### src/rtl/serial_paralelo_rx_n.sv
// serial_paralelo_rx_n
//   Serial-to-parallel receiver with comma-based word alignment and
//   round-robin distribution of data words over N_CH output lanes.
//   The receiver hunts for COMMA at any bit offset. It then needs
//   LOCK_COUNT consecutive word-aligned commas before it locks. Once
//   locked it stays locked until reset. Each non-comma word goes to the
//   next lane. A comma while locked restarts distribution at lane 0.
//
// Ports
//   clk_32f   : in  1         bit clock, one serial bit per rising edge
//   reset     : in  1         asynchronous, active-high reset
//   data_in   : in  1         serial data, MSB of each word first
//   data_out  : out N_CH*W    lane k at [k*W +: W], holds last word written
//   valid_out : out N_CH      one-cycle strobe for the lane just written
//   active    : out 1         high while locked
module serial_paralelo_rx_n #(
    parameter int unsigned         W          = 8,
    parameter logic [W-1:0]        COMMA      = 8'hBC,
    parameter int unsigned         LOCK_COUNT = 4,
    parameter int unsigned         N_CH       = 4
) (
    input  logic                clk_32f,
    input  logic                reset,
    input  logic                data_in,
    output logic [N_CH*W-1:0]   data_out,
    output logic [N_CH-1:0]     valid_out,
    output logic                active
);

    localparam int unsigned BC_W = $clog2(W);
    localparam int unsigned CC_W = $clog2(LOCK_COUNT + 1);
    localparam int unsigned CH_W = (N_CH > 1) ? $clog2(N_CH) : 1;

    typedef enum logic [1:0] {
        HUNT   = 2'd0,
        ALIGN  = 2'd1,
        LOCKED = 2'd2
    } state_t;

    state_t            state, state_nxt;
    logic [W-1:0]      sr;
    logic [W-1:0]      nw;
    logic [BC_W-1:0]   bit_cnt, bit_cnt_nxt;
    logic [CC_W-1:0]   comma_cnt, comma_cnt_nxt;
    logic [CH_W-1:0]   ch_ptr, ch_ptr_nxt;
    logic              boundary;
    logic              is_comma;
    logic              load;

    // nw is the word that includes the bit sampled on this edge. Decisions
    // use nw instead of sr, so a word's lane and strobe are updated on the
    // same edge that samples its last bit.
    assign nw       = {sr[W-2:0], data_in};
    assign is_comma = (nw == COMMA);
    assign boundary = (bit_cnt == BC_W'(W - 1));

    always_comb begin
        state_nxt     = state;
        bit_cnt_nxt   = bit_cnt;
        comma_cnt_nxt = comma_cnt;
        ch_ptr_nxt    = ch_ptr;
        load          = 1'b0;

        if (state != HUNT) begin
            bit_cnt_nxt = boundary ? '0 : bit_cnt + 1'b1;
        end

        case (state)
            HUNT: begin
                if (is_comma) begin
                    bit_cnt_nxt   = '0;
                    comma_cnt_nxt = CC_W'(1);
                    ch_ptr_nxt    = '0;
                    state_nxt     = (LOCK_COUNT == 1) ? LOCKED : ALIGN;
                end
            end
            ALIGN: begin
                if (boundary) begin
                    if (is_comma) begin
                        comma_cnt_nxt = comma_cnt + 1'b1;
                        if (comma_cnt + 1'b1 == CC_W'(LOCK_COUNT)) begin
                            state_nxt  = LOCKED;
                            ch_ptr_nxt = '0;
                        end
                    end else begin
                        comma_cnt_nxt = '0;
                        state_nxt     = HUNT;
                    end
                end
            end
            LOCKED: begin
                if (boundary) begin
                    if (is_comma) begin
                        ch_ptr_nxt = '0;
                    end else begin
                        load       = 1'b1;
                        ch_ptr_nxt = (ch_ptr == CH_W'(N_CH - 1)) ? '0 : ch_ptr + 1'b1;
                    end
                end
            end
            default: state_nxt = HUNT;
        endcase
    end

    always_ff @(posedge clk_32f or posedge reset) begin
        if (reset) begin
            state     <= HUNT;
            sr        <= '0;
            bit_cnt   <= '0;
            comma_cnt <= '0;
            ch_ptr    <= '0;
            data_out  <= '0;
            valid_out <= '0;
            active    <= 1'b0;
        end else begin
            state     <= state_nxt;
            sr        <= nw;
            bit_cnt   <= bit_cnt_nxt;
            comma_cnt <= comma_cnt_nxt;
            ch_ptr    <= ch_ptr_nxt;
            active    <= (state_nxt == LOCKED);
            valid_out <= '0;
            if (load) begin
                data_out[ch_ptr*W +: W] <= nw;
                valid_out[ch_ptr]       <= 1'b1;
            end
        end
    end

endmodule

### config.mk
export PLATFORM = sky130hd
export DESIGN_NAME = serial_paralelo_rx_n
export DESIGN_NICKNAME = d
export VERILOG_FILES = /design/src/rtl/serial_paralelo_rx_n.sv
export SDC_FILE = /design/constraint.sdc
export NUM_CORES = 1
export LEC_CHECK = 0
export CAP_MARGIN = 10
export CORE_MARGIN = 4
export CORE_UTILIZATION = 41
export DETAILED_ROUTE_END_ITERATION = 12
export GPL_TIMING_DRIVEN = 0
export PLACE_DENSITY = 0.66
export SETUP_SLACK_MARGIN = 0.5
export SYNTH_ARGS = -nofsm -noshare
export SYNTH_HDL_FRONTEND = slang
export SYNTH_SLANG_ARGS = --single-unit
export TNS_END_PERCENT = 50
### constraint.sdc
create_clock -name clk_32f -period 5.3 [get_ports clk_32f]
set_clock_uncertainty 0.15 [all_clocks]
set_input_delay 0.795 -clock clk_32f [delete_from_list [all_inputs] [get_ports clk_32f]]
set_output_delay 0.795 -clock clk_32f [all_outputs]
set_load 0.01 [all_outputs]
==> reports/results.tsv, run 1 <==
stage	metric	value	unit
outcome	status	finished clean	
logic_synthesis	Seq/Total Area, Yosys	55.4	%
sta	Worst Max-Slew Pin Slew	0.841	ns
floorplanning	Initial Util	43.2	%
logic_synthesis	Yosys warnings	0	
global_route	GRT overflow	0	
setup_path	Max FO, Critical Path	8	
sta	Final setup viols	0	
global_route	initial antenna violation count	0	
global_route	vias in the first global route	1741	
clock_network	maximum clock path buffer count	2	
floorplanning	Rows	27	
final_layout	Ant. Diodes	0	
placed_design	port bufs	39	
logic_synthesis	Mapped Cells	224	
route	Vias/cell	5.27	
floorplanning	I/O pin count	40	
logic_synthesis	Mapped Area	2440	um2
clock_network	CTS hold repair buffers	0	
global_route	largest net degree at the start of global routing	37	
route	vias post-DR	1813	
final_layout	fraction of layout cells with a size suffix above 1	8.82	%
sta	setup_tns	0	ns
setup_path	CP endpoint kind	register	
route	Remaining DRCs	0	
clock_network	setup repair bufs after CTS	0	
power_and_ir_drop	leakage	1.39	nW
hold_path	worst hold-check path type	register to register	
logic_synthesis	syn_area_per_cell	10.9	um2
final_layout	Util after Layout	54.2	%
sta	Final Hold Viols	0	
setup_path	critical path arrival	2.66	ns
floorplanning	Vert. Die Dim	85.1	um
logic_synthesis	EDFF count, synth	0	
sta	highest clock rate	0.386	GHz
placed_design	Detail Placement HPWL	3650	um
final_layout	Nets	284	
power_and_ir_drop	PwrDens	271	nW/um2
global_route	GRT Total Usage	14.4	%
job	Max Cap Viol	0	
global_route	first-pass GRT wire length	8380	um
clock_network	CTS buffer count	5	
clock_network	H-tree depth	2	
logic_synthesis	FF+latch count, synth	54	
setup_path	Crit Path Class	register to register	
setup_path	startpoint class of the critical path	register	
clock_network	Reg clk slew, reported paths	0.10	ns
route	antenna viol nets, final	0	
sta	Slew HR	43.8	%
route	DRT iter0 DRCs	143	
route	DR pass1 iterations	6	
placed_design	RD Place Congestion	0.805	
power_and_ir_drop	VDD IR max	160	uV
floorplanning	die span in x	85.1	um
sta	max-slew violations	0	
final_layout	P&R area growth vs syn	25.3	%
sta	unrepaired setup endpoints after global routing	false	
clock_network	Worst-Skew Late Latency	0.31	ns
logic_synthesis	Async SR Flop Fraction	100	%
clock_network	clock sinks	54	
floorplanning	core area	5640	um2
route	routed length per placed instance	14.3	um
logic_synthesis	largest area contributor in the netlist	dfrtp_1	
clock_network	CTS Root Cell	clkbuf_8	
final_layout	Fillers	517	
logic_synthesis	Top FF cell, synth	dfrtp_1	
sta	Final period util	48.9	%
sta	Tmin final	2.59	ns
logic_synthesis	synthesized net count	237	
clock_network	CTS tree	yes	
route	drt total wl	4920	um
logic_synthesis	Synth cell types	36	
clock_network	Post-CTS Resized	0	
logic_synthesis	share of the synthesized area in the top cell type	55.4	%
logic_synthesis	top cells by area, synth	dfrtp_1, nand2_1, o31ai_1	
setup_path	Req. time, crit path	5.37	ns
floorplanning	die area	7250	um2
-- cell families (layout without fill, tap and decap cells) --
| kind of cell | Yosys count | in the layout | synth area share, % |
|---|---|---|---|
| xor+xnor | 1 | 1 | 0.359 |
| buf+inv | 20 | 68 | 4.67 |
| simple gates | 84 | 84 | 17.7 |
| fa+ha+maj | 10 | 10 | 5.13 |
| mux | 1 | 1 | 0.410 |
| compound gates | 54 | 54 | 16.4 |
| flops | 54 | 54 | 55.4 |
-- layer usage --
metal / wire, um / vias to the layer above / track usage (%)
li1: - / 881 / -
met5: 0 / - / 0
met2: 2440 / 47 / 24.4
met3: 243 / 6 / 3.50
met4: 59 / 0 / 3.88
met1: 2180 / 879 / 18.5
-- flip-flops by register name (all words and copies together), names as in the netlist --
signal,flops
ch_ptr,2
sr,7
comma_cnt,3
state,2
active,1
valid_out,4
data_out,32
bit_cnt,3
-- cells in the mapped netlist (all sizes together) (2+ instances only) --
library cell and number:
dfrtp 54, nand2 49, o31ai 23, o21ai 20, ha 10, inv 9
buf 7, nand2b 7, nor2 7, nor2b 5, and4b 4, clkbuf 4
a21oi 3, nor3 3, and2 2, nand4 2, o22ai 2, o41ai 2
-- worst max-delay path, stage by stage, from the launching register on --
cell      delay, ns
dfrtp_1        0.42
clkbuf_1       0.30
inv_1          0.19
ha_1           0.41
nor3b_1        0.73
nand2_1        0.12
o21ai_0        0.18
-- report_power, final --
part	internal (mW)	leakage (nW)	switching, mW	total [mW]
Clock	0.143	0.0587	0.140	0.283
Combinational	0.0503	0.688	0.0452	0.0955
Sequential	0.435	0.645	0.0147	0.450
Total	0.629	1.39	0.200	0.829
-- per-stage QoR --
step	hold slack, ns	cells	worst slack, ns	instance area [um2]	power [mW]
2_1_floorplan	0.246	224	3.04	2440	0.498
3_3_place_gp	0.275	335	2.04	2920	0.553
3_5_place_dp	0.280	336	2.39	2940	0.557
4_1_cts	0.290	344	2.65	3060	0.841
5_1_grt	0.321	344	2.38	3060	0.870
6_report	0.290	344	2.71	3060	0.829
-- cell usage in the layout (no fill, tap or decap), types with 2 or more instances in the layout --
master	synthesis	layout
a21oi_1	3	3
and2_1	2	2
nand2_1	49	49
dfrtp_1	54	54
o31ai_1	23	23
o21ai_4	4	4
nand2b_1	7	7
clkdlybuf4s50_1	0	39
o41ai_1	2	2
o21ai_1	6	6
and4b_1	4	4
buf_6	5	5
clkbuf_8	0	5
o21ai_0	10	10
nor2b_1	5	5
o22ai_1	2	2
inv_1	9	8
nor3_1	2	2
ha_1	10	10
clkbuf_1	4	4
nor2_1	6	6
-- cell type report --
| type | count | area [um2] | share of cell area (%) |
|---|---|---|---|
| buffer | 11 | 80.1 | 2.62 |
| clock buffer | 5 | 68.8 | 2.25 |
| inverter | 9 | 33.8 | 1.11 |
| clock inverter | 3 | 47.5 | 1.56 |
| timing repair buffer | 40 | 410 | 13.4 |
| tap | 72 | 90.1 | 2.95 |
| multi-input combinational | 150 | 973 | 31.9 |
| sequential | 54 | 1350 | 44.2 |
-- path summary, 6_finish.rpt --
check | from | endpoint | slack, ns | depth (start not counted)
max in group asynchronous | reset | data_out[6] | 3.82 | 3
hold reg to reg | sr[3] | sr[4] | 0.29 | 0
setup reg to reg | ch_ptr[0] | data_out[2] | 2.71 | 6
min in group asynchronous | reset | data_out[9] | 0.65 | 2
setup / recovery | ch_ptr[0] | data_out[2] | 2.71 | 6
hold / removal | sr[3] | sr[4] | 0.29 | 0
Power figures use the tool's default switching activity.
==> run 2: changes to the inputs <==
- clock period: 5.3 -> 2.5 ns (I/O delays scaled with it)
==> reports/results.tsv, run 2 (synthesis results as in run 1) <==
stage	metric	value	unit
clock_network	Reg clk slew, reported paths	0.10	ns
clock_network	maximum clock path buffer count	2	
final_layout	Util after Layout	56.6	%
global_route	vias in the first global route	1779	
final_layout	final std cells w/o fill	358	
final_layout	Fillers	490	
floorplanning	Rows	27	
global_route	M3 GR Usage	3.20	%
placed_design	port bufs	39	
setup_path	Req. time, crit path	2.56	ns
global_route	GRT overflow	0	
route	drt total wl	4980	um
final_layout	fraction of layout cells with a size suffix above 1	17.8	%
placed_design	Inst Count DP	336	
setup_path	critical path arrival	2.02	ns
final_layout	final instance area	3190	um2
sta	Final Hold Viols	0	
setup_path	worst-case reg-to-reg path depth	6	
sta	Final setup viols	0	
floorplanning	core area	5640	um2
power_and_ir_drop	total chip power	1.64	mW
sta	setup_tns	0	ns
global_route	GRT met2 Usage	23.7	%
final_layout	Ant. Diodes	0	
final_layout	Largest register FFs	32	
placed_design	Detail Placement HPWL	3640	um
route	Vias/cell	5.15	
final_layout	most flop-heavy register	data_out	
global_route	initial antenna violation count	0	
sta	worst hold margin	0.217	ns
floorplanning	die span in x	85.1	um
sta	highest clock rate	0.511	GHz
clock_network	H-tree depth	2	
setup_path	CP cell instances	or4b_4 -> buf_6 -> o21ai_4 -> buf_4 -> nand2_1 -> o31ai_1	
global_route	Most Crowded Layer GR	met2	
final_layout	Nets	298	
global_route	largest net degree at the start of global routing	38	
clock_network	clock sinks	54	
sta	max-slew violations	0	
placed_design	pre-CTS setup slack	0.0173	ns
sta	Setup WS post-layout	0.543	ns
final_layout	commonest non-fill, non-tap cell in the layout	dfrtp_1	
sta	Final period util	78.3	%
outcome	status	finished clean	
global_route	GRT Total Usage	14.6	%
floorplanning	Vert. Die Dim	85.1	um
route	antenna viol nets, final	0	
clock_network	CTS Root Cell	clkbuf_8	
hold_path	worst hold-check path type	input pin to async pin	
setup_path	CP endpoint kind	register	
route	DR pass1 iterations	6	
global_route	met1 usage	19.5	%
clock_network	CTS buffer count	5	
setup_path	Max FO, Critical Path	8	
setup_path	startpoint class of the critical path	register	
final_layout	Top Registers	data_out (32), sr (7), valid_out (4)	
sta	unrepaired setup endpoints after global routing	true	
setup_path	slowest cell on the critical path	or4b_4	
clock_network	CTS tree	yes	
setup_path	Crit Path Class	register to register	
floorplanning	I/O pin count	40	
global_route	first-pass GRT wire length	8540	um
power_and_ir_drop	PwrDens	514	nW/um2
floorplanning	Initial Util	43.2	%
route	routed length per placed instance	13.9	um
setup_path	crit-path max cell delay	0.52	ns
power_and_ir_drop	VDD IR max	227	uV
clock_network	CTS hold repair buffers	0	
placed_design	placed inst area	2940	um2
clock_network	Worst-Skew Late Latency	0.30	ns
sta	Worst Max-Slew Pin Slew	0.477	ns
final_layout	P&R area growth vs syn	30.9	%
route	vias post-DR	1843	
floorplanning	die area	7250	um2
final_layout	most frequent cells in the layout	dfrtp_1, nand2_1, clkdlybuf4s50_1, o31ai_1, buf_4	
route	Remaining DRCs	0	
job	Max Cap Viol	0	
power_and_ir_drop	leakage	1.46	nW
sta	Tmin final	1.96	ns
sta	Slew HR	68.1	%
route	DRT iter0 DRCs	109	
placed_design	RD Place Congestion	0.789	
-- run 2: layout make-up --
cell class / instances / area [um2] / area share [%]
Buffer: 11 / 90.1 / 2.82
Clock buffer: 6 / 72.6 / 2.27
Clock inverter: 2 / 13.8 / 0.431
Sequential cell: 54 / 1350 / 42.4
Tap cell: 72 / 90.1 / 2.82
Timing Repair Buffer: 54 / 518 / 16.2
Multi-Input combinational cell: 150 / 1020 / 31.9
Inverter: 9 / 36.3 / 1.14
-- run 2: path summary, 6_finish.rpt --
check                            from            to  slack (ns)
worst max-delay path            sr[0]  data_out[16]        0.54
worst min-delay path            reset  data_out[21]        0.22
worst max register to register  sr[0]  data_out[16]        0.54
worst min register to register  sr[5]         sr[6]        0.30
max in group asynchronous       reset         sr[0]        1.45
min in group clk_32f            sr[5]         sr[6]        0.30
-- run 2: timing repair --
action                                  in CTS  in global routing
pin swaps                                    3                  6
cloned                                       0                  1
endpoints found under the hold margin        0                  0
setup buffers                                0                 13
endpoints found under the setup margin      42                 36
gates resized for setup                      8                 15
-- run 2: worst max-delay path: cells and delay by family (launching register included) --
family / cells / cell delay, ns
AND/OR/NAND/NOR: 2 / 0.58
flip-flops: 1 / 0.45
buffers and inverters: 2 / 0.38
AO/OA/AOI/OAI: 2 / 0.31
-- run 2: metal layers --
| layer | wire length (um) | share of wire (%) |
|---|---|---|
| met1 | 2340 | 47 |
| met2 | 2350 | 47 |
| met3 | 228 | 4.6 |
| met4 | 59 | 1.2 |
| met5 | 0 | 0 |
-- run 2: report_power, final --
part	leakage, nW	internal [mW]	switching, mW	total [mW]
Combinational	0.774	0.109	0.0987	0.208
Sequential	0.644	0.923	0.0308	0.954
Clock	0.0452	0.198	0.280	0.478
Total	1.46	1.23	0.409	1.64
